==> config.mk <==
export PLATFORM = sky130hd
export DESIGN_NAME = prescaler_ctrl
export DESIGN_NICKNAME = d
export VERILOG_FILES = /design/src/rtl/prescaler_ctrl.sv
export SDC_FILE = /design/constraint.sdc
export NUM_CORES = 1
export LEC_CHECK = 0
export CAP_MARGIN = 25
export CELL_PAD_IN_SITES_DETAIL_PLACEMENT = 1
export CELL_PAD_IN_SITES_GLOBAL_PLACEMENT = 1
export CORE_UTILIZATION = 45
export DETAILED_ROUTE_END_ITERATION = 12
export PLACE_DENSITY_LB_ADDON = 0.1
export SLEW_MARGIN = 10
export SYNTH_ARGS = -nofsm -noshare
export SYNTH_HDL_FRONTEND = slang
export SYNTH_SLANG_ARGS = --single-unit
==> constraint.sdc <==
create_clock -name clk -period 3.8 [get_ports clk]
set_input_delay 0.38 -clock clk [delete_from_list [all_inputs] [get_ports clk]]
set_output_delay 0.38 -clock clk [all_outputs]
set_load 0.005 [all_outputs]
==> src/rtl/prescaler_ctrl.sv <==
// Prescaler run controller: owns the divide down-counter and issues a one-cycle tick every (div+1) clocks.
// Latency: start in cycle 0 makes busy=1 from cycle 1 and the first tick lands in cycle div+1.
// Backpressure: cfg_ready drops while a mid-run config waits for a tick boundary, and returns the cycle after it applies.
module prescaler_ctrl #(
  parameter int COUNTER_WIDTH = 32,
  parameter int BURST_WIDTH   = 16
) (
  input  logic                     clk,
  input  logic                     rst_n,
  input  logic                     cfg_valid,
  output logic                     cfg_ready,
  input  logic [COUNTER_WIDTH-1:0] cfg_div,
  input  logic [BURST_WIDTH-1:0]   cfg_burst,
  input  logic                     start,
  input  logic                     stop,
  output logic                     tick,
  output logic                     busy,
  output logic                     done,
  output logic [BURST_WIDTH-1:0]   tick_cnt
);

  localparam logic [COUNTER_WIDTH-1:0] ONE_C = COUNTER_WIDTH'(1);
  localparam logic [BURST_WIDTH-1:0]   ONE_B = BURST_WIDTH'(1);

  typedef enum logic {IDLE, RUN} state_t;

  state_t                   state;
  logic [COUNTER_WIDTH-1:0] cnt;
  logic [COUNTER_WIDTH-1:0] div_sh;
  logic [COUNTER_WIDTH-1:0] pend_div;
  logic [BURST_WIDTH-1:0]   burst_sh;
  logic [BURST_WIDTH-1:0]   pend_burst;
  logic [BURST_WIDTH-1:0]   burst_act;
  logic                     pending;
  logic                     last;
  logic                     xfer;

  // Outputs are decodes of registered state only, so no input reaches them combinationally.
  assign busy      = (state == RUN);
  assign tick      = busy && (cnt == '0);
  assign last      = tick && (burst_act != '0) && ((tick_cnt + ONE_B) == burst_act);
  assign done      = last;
  assign cfg_ready = !busy || !pending;
  assign xfer      = cfg_valid && cfg_ready;

  // Run sequencing, counter, shadow/pending config bookkeeping and tick counting.
  always_ff @(posedge clk) begin
    if (!rst_n) begin
      state      <= IDLE;
      cnt        <= '0;
      div_sh     <= '0;
      burst_sh   <= '0;
      pend_div   <= '0;
      pend_burst <= '0;
      pending    <= 1'b0;
      burst_act  <= '0;
      tick_cnt   <= '0;
    end else if (state == IDLE) begin
      if (xfer) begin
        div_sh   <= cfg_div;
        burst_sh <= cfg_burst;
      end
      // Stop outranks start; a config offered alongside start governs this run.
      if (start && !stop) begin
        state     <= RUN;
        cnt       <= xfer ? cfg_div : div_sh;
        burst_act <= xfer ? cfg_burst : burst_sh;
        tick_cnt  <= '0;
      end
    end else begin
      if (tick) begin
        tick_cnt <= tick_cnt + ONE_B;
      end
      if (stop || last) begin
        // Leaving RUN: fold any waiting or just-offered config into the shadows.
        state   <= IDLE;
        cnt     <= '0;
        pending <= 1'b0;
        if (xfer) begin
          div_sh   <= cfg_div;
          burst_sh <= cfg_burst;
        end else if (pending) begin
          div_sh   <= pend_div;
          burst_sh <= pend_burst;
        end
      end else begin
        if (tick) begin
          // Tick boundary: reload from the pending divide if present, so no period is cut short.
          cnt <= pending ? pend_div : div_sh;
          if (pending) begin
            div_sh   <= pend_div;
            burst_sh <= pend_burst;
            pending  <= 1'b0;
          end
        end else begin
          cnt <= cnt - ONE_C;
        end
        // A config accepted in a tick cycle (pending was clear) waits for the following tick.
        if (xfer) begin
          pend_div   <= cfg_div;
          pend_burst <= cfg_burst;
          pending    <= 1'b1;
        end
      end
    end
  end

endmodule

# Word-level counts from Yosys, hierarchy flattened

Index checks and enable logic that the tools add are counted.

Output and inout port bits: 20
Input port bits: 53
Bits in registers: 162

Equality and inequality tests: 3
Reduce and logical (&&, ||, !) cells: 18
Add/subtract/negate cells: 2
Bitwise gates (word level): 2
Mux-type cells: 25

Operators with widths:

| operator              | count |
|---|---|
| $mux 32               | 10 |
| $mux 16               | 9 |
| $logic_not 32->1      | 1 |
| $sub 32x1->32 const B | 1 |
| $add 16x1->16 const B | 1 |
| $eq 16x16->1          | 1 |
| $reduce_bool 16->1    | 1 |
| $mux 1                | 6 |
| $reduce_and 2->1      | 3 |
| $logic_and 1x1->1     | 5 |
| $logic_not 1->1       | 3 |
| $ne 3x2->1 const B    | 1 |
| $reduce_and 3->1      | 1 |
| $reduce_bool 3->1     | 1 |
| $logic_or 1x1->1      | 2 |
| $ne 2x2->1 const B    | 1 |
| $not 1->1             | 2 |
| $reduce_bool 2->1     | 1 |

# Logic depth before layout (Yosys ltp)

Depth in word-level cells: 7
Gate-level depth with buffers: 12

# Worst setup path after synthesis

No wires, ideal clock.

Path type: register to register
From: register tick_cnt[0]
To: register pend_div[22]
Setup time: 0.072 ns
Data required time: 3.728 ns
Arrival time: 3.240 ns
Path buffers: 4
Slack: 0.489 ns
Clock period less this slack: 3.311 ns
Stages on the path, launching flop included: 13
Cells stage by stage: dfxtp_1 > ha_1 > nand3_1 > clkbuf_1 > nor4_1 > xnor2_1 > or4_1 > or4_1 > buf_2 > nand3_2 > buf_6 > buf_8 > mux2i_1

Word-level cells in the longest chain between the ends: 6

Ends and longest elaborated chain:

| item                              | line | text |
|---|---|---|
| start: declaration                | 19   | `output logic [BURST_WIDTH-1:0] tick_cnt` |
| start signal: assignment          | 72   | `tick_cnt <= tick_cnt + ONE_B;` |
| $add 16x1->16                     | 41   | `assign last = tick && (burst_act != '0) && ((tick_cnt + ONE_B) == burst_act);` |
| $eq 16x16->1                      | 41   |  |
| $logic_and 1x1->1                 | 41   |  |
| $logic_or 1x1->1                  | 74   | `if (stop \|\| last) begin` |
| $not 1->1 (no source line)        | --   |  |
| $reduce_and 3->1 (no source line) | --   |  |
| end signal: assignment            | 100  | `pend_div <= cfg_div;` |
| end: declaration                  | 30   | `logic [COUNTER_WIDTH-1:0] pend_div;` |

No other way between the ends.
A chain may end at the register's enable or synchronous reset.

# Worst setup path after layout

From: register tick_cnt[0]
To: register cnt[18]

Word-level cells in the longest chain between the ends: 6

Ends and longest elaborated chain:

| item                   | line | text |
|---|---|---|
| $add 16x1->16          | 41   |  |
| $eq 16x16->1           | 41   |  |
| $logic_and 1x1->1      | 41   |  |
| $logic_or 1x1->1       | 74   |  |
| $mux 32                | 74   |  |
| $mux 32                | 58   | `end else if (state == IDLE) begin` |
| end signal: assignment | 66   | `cnt <= xfer ? cfg_div : div_sh;` |
| end signal: assignment | 89   | `cnt <= pending ? pend_div : div_sh;` |
| end signal: assignment | 96   | `cnt <= cnt - ONE_C;` |
| end: declaration       | 28   | `logic [COUNTER_WIDTH-1:0] cnt;` |

No other way between the ends.

==> impl_results.md <==
- Number of global-route vias before repair: 10,297
- Crit-path max cell delay: 580 ps
- Compound-Gate Fraction of Synth Area: 21.09%
- Placed insts: 1,526
- WL per Instance: 21.79 µm
- Core Region: 21,290 µm²
- 1st-pass router iterations: 6
- Clk sinks: 162
- Net Sw Frac: 30.87%
- CP required: 4120 ps
- Die area: 22,520 µm²
- Clock-pin slew on the worst setup and hold paths: 70 ps
- Final ANT Viol Nets: 0
- Final min period: 3542 ps
- Prevailing post-synth register cell: dfxtp_1
- Clock power share: 39.4%
- Status: complete, no violations
- Final hold viol count: 0
- CTS buffer count: 17
- DRT Wirelength: 34.03 mm
- Worst-margin pin slew: 951.1 ps
- Seq pwr share: 41.7%
- First-pass GRT wire length: 54.81 mm
- CP max stage cell: or4_1
- DIE HEIGHT: 150.1 µm
- Via count: 9,964
- Area after DPL: 10,920 µm²
- Synth unique cells: 64
- Initial antenna violation count: 0
- Worst-path maximum fanout: 34
- Nets: 1,331
- Pwr dens: 389.8 nW/µm²
- Antenna Cells: 0
- Max VDD drop: 0.2820 mV
- RSZ-0062 raised after global routing: false
- Ports: 73
- Share of cells above drive strength 1: 9.635%
- Post-CTS Hold Buffers: 0
- Mapped Nets: 1,304
- Critical Path Sink Type: register
- WS Path Type: register to register
- F_max: 282.4 MHz
- Hold Path Stages: 2
- CTS tree: done
- Largest family of logic cells by synthesized area: simple AND/OR/NAND/NOR gates
- Root buffer cell: clkbuf_16
- Lkg Pwr: 4.474 nW
- Headroom to the max-slew limit: 36.53%
- YS warnings: 0
- GRT Resource Usage Total: 30.98%
- Number of flops mapped to enable cells by yosys: 0
- Max cap viols: 0
- Post-synthesis simple-gate area fraction: 22.12%
- # port buffers: 72
- Synth Area in Adders: 0.3805%
- Synthesis-to-layout area growth: 17.64%
- Levels on crit path: 10
- CTS max path bufs: 2
- Top Family by Delay on Critical Path: simple AND/OR/NAND/NOR gates
- Skew final: 10.86 ps
- Starting Density: 46.35%
- Clk_lat worst skew: 440 ps
- R2R cell count: 10
- Comb pwr share: 18.8%
- Mux contribution to synthesized area: 14.64%
- DP Worst Slack: 250.2 ps
- DP Wirelength: 21.98 mm
- H-tree depth: 4
- Chip Width: 150.1 µm
- Worst path cell trace: buf_4, nand4_1, nor4_1, buf_4, xnor2_1, or4_1, or4_1, buf_4, a31oi_1, a21oi_1
- Crit path top cell by count: buf_4
- Largest net degree at the start of global routing: 93
- Cell area after layout: 11,610 µm²
- Final setup fails: 0
- #FFs+latches synth: 162
- Async S/R FF share, synth: 0%
- CP Launch Type: register
- Congestion Overflow GR: 0
- Gp weighted congestion: 0.9495
- XOR/XNOR Fraction of Synth Area: 3.817%
- P_int: 3.127 mW
- Setup_tns: 0 ps
- Via-to-Cell Ratio: 6.379
- DR iter-0 viols: 650
- Worst path buffer plus inverter count: 3
- Synth Cell Area: 9866 µm²
- Setup slack after layout: 258.5 ps
- NetSw: 1.396 mW
- Hold WC Path Type: register to register
- CP Data Arrival Time: 3860 ps
- Avg Cell Area, Syn: 7.905 µm²
- DRC Markers: 0
- Final Cycle Share: 93.20%
- Core Rows: 53
- Final non-filler cell total: 1,562
- Max Slew Vio Count: 0
- Seq/Total Area, Yosys: 32.87%
- Synth Instances: 1,248
-- cell usage after synthesis (7+ instances only) --
library cell  count  share of area (%)
a21oi_1          87                4.4
or4_1            11               0.84
nor2_1          131                5.0
o21ai_0          56                2.8
nand2_1         158                6.0
nand4_1          15               0.95
a221o_1           7               0.71
a211oi_1         21                1.6
nand3b_1          7               0.53
or3_1             8               0.51
inv_1            10               0.38
o221ai_1         41                3.6
xor2_1           27                2.4
dfxtp_1         162                 33
a31oi_1          36                2.3
a311oi_1         39                3.5
clkbuf_1         92                3.5
buf_1            12               0.46
nor3_1           60                3.0
xnor2_1          16                1.4
nand3_1          13               0.66
mux2i_1         133                 13
and3_1            7               0.44
nor4_1           18                1.1
mux2_2           10                1.1
-- final timing paths --
kind,startpoint,end,slack (ps)
min,pend_div[14],pend_div[14],460
min reg2reg,pend_div[14],pend_div[14],460
max reg2reg,tick_cnt[0],cnt[18],260
max,tick_cnt[0],cnt[18],260
-- worst register-to-register path: cells and delay by family (launching register included) --
family,cells,cell delay (ps)
AO/OA/AOI/OAI,2,420
buffers and inverters,3,710
XOR/XNOR,1,80
AND/OR/NAND/NOR,4,1800
flip-flops,1,400
-- cells by family (layout without fill, tap and decap cells) --
logic type / Yosys count / in the layout
and+or+nand+nor: 461 / 461
AOI/OAI and AO/OA: 312 / 312
DFF: 162 / 162
muxes: 143 / 143
buffers and inverters: 124 / 163
xor gates and xnor gates: 43 / 43
adders and majority gates: 3 / 3
-- per-layer routing --
layer  part of all wire [%]  global-route usage, %  up-vias
li1                       -                      -     4683
met1                     44                  39.16     4954
met2                     49                  53.52      265
met5                      0                      0        -
met4                    2.3                  11.16        0
met3                    4.5                  4.085       62
-- cells in the final DEF, fill, tap and decap left out, types with 8 or more instances in the layout --
master,n
dfxtp_1,156
or3_1,8
a311oi_1,39
o221ai_1,41
buf_4,44
mux2_2,10
clkbuf_16,17
xor2_1,27
nor4_1,17
a21oi_1,87
a211oi_1,21
nor2_1,128
nand4_1,15
mux2i_1,133
xnor2_1,16
a31oi_1,36
nand2_1,156
nor3_1,58
or4_1,9
nand3_1,13
inv_1,10
o21ai_0,54
clkdlybuf4s50_1,69
-- final cells by class --
type | count | area [µm²]
clock buffer | 18 | 439.2
sequential | 162 | 3251
fill | 2544 | 9681
tap | 275 | 344.1
timing repair buffer | 122 | 1179
multi-input combinational | 962 | 6207
inverter | 10 | 37.54
clock inverter | 13 | 148.9
-- power groups by stage --
stage          registers, mW  clock network (mW)  logic, mW
2_1_floorplan           1.89                   0      0.568
3_3_place_gp            1.92                   0      0.793
3_5_place_dp            1.92                   0      0.821
4_1_cts                 1.88                1.81      0.836
5_1_grt                 1.90                1.88      0.935
6_report                1.89                1.78      0.852
-- state kept, by name, indices dropped and copies added (netlist names) --
signal	cells
burst_act	16
burst_sh	16
busy	1
cnt	32
div_sh	32
pend_burst	16
pend_div	32
pending	1
tick_cnt	16
-- stage by stage --
| step | hold slack, ps | power [mW] | util (%) |
|---|---|---|---|
| finish | 461.3 | 4.524 | 54.52 |
| detailed placement | 454.5 | 2.740 | 51.31 |
| floorplan | 434.5 | 2.455 | - |
| global route | 486.9 | 4.712 | 54.52 |
| global placement | 444.9 | 2.708 | 51.31 |
| CTS | 463.7 | 4.525 | 54.20 |
-- repair_timing --
item                                    CTS  global route
buffers inserted                          0             4
hold endpoints to repair                  0             0
pin swaps                                 2             4
endpoints found under the setup margin    1             1
resized for setup                         7            10
No activity file was read; power rests on OpenSTA's default activity.
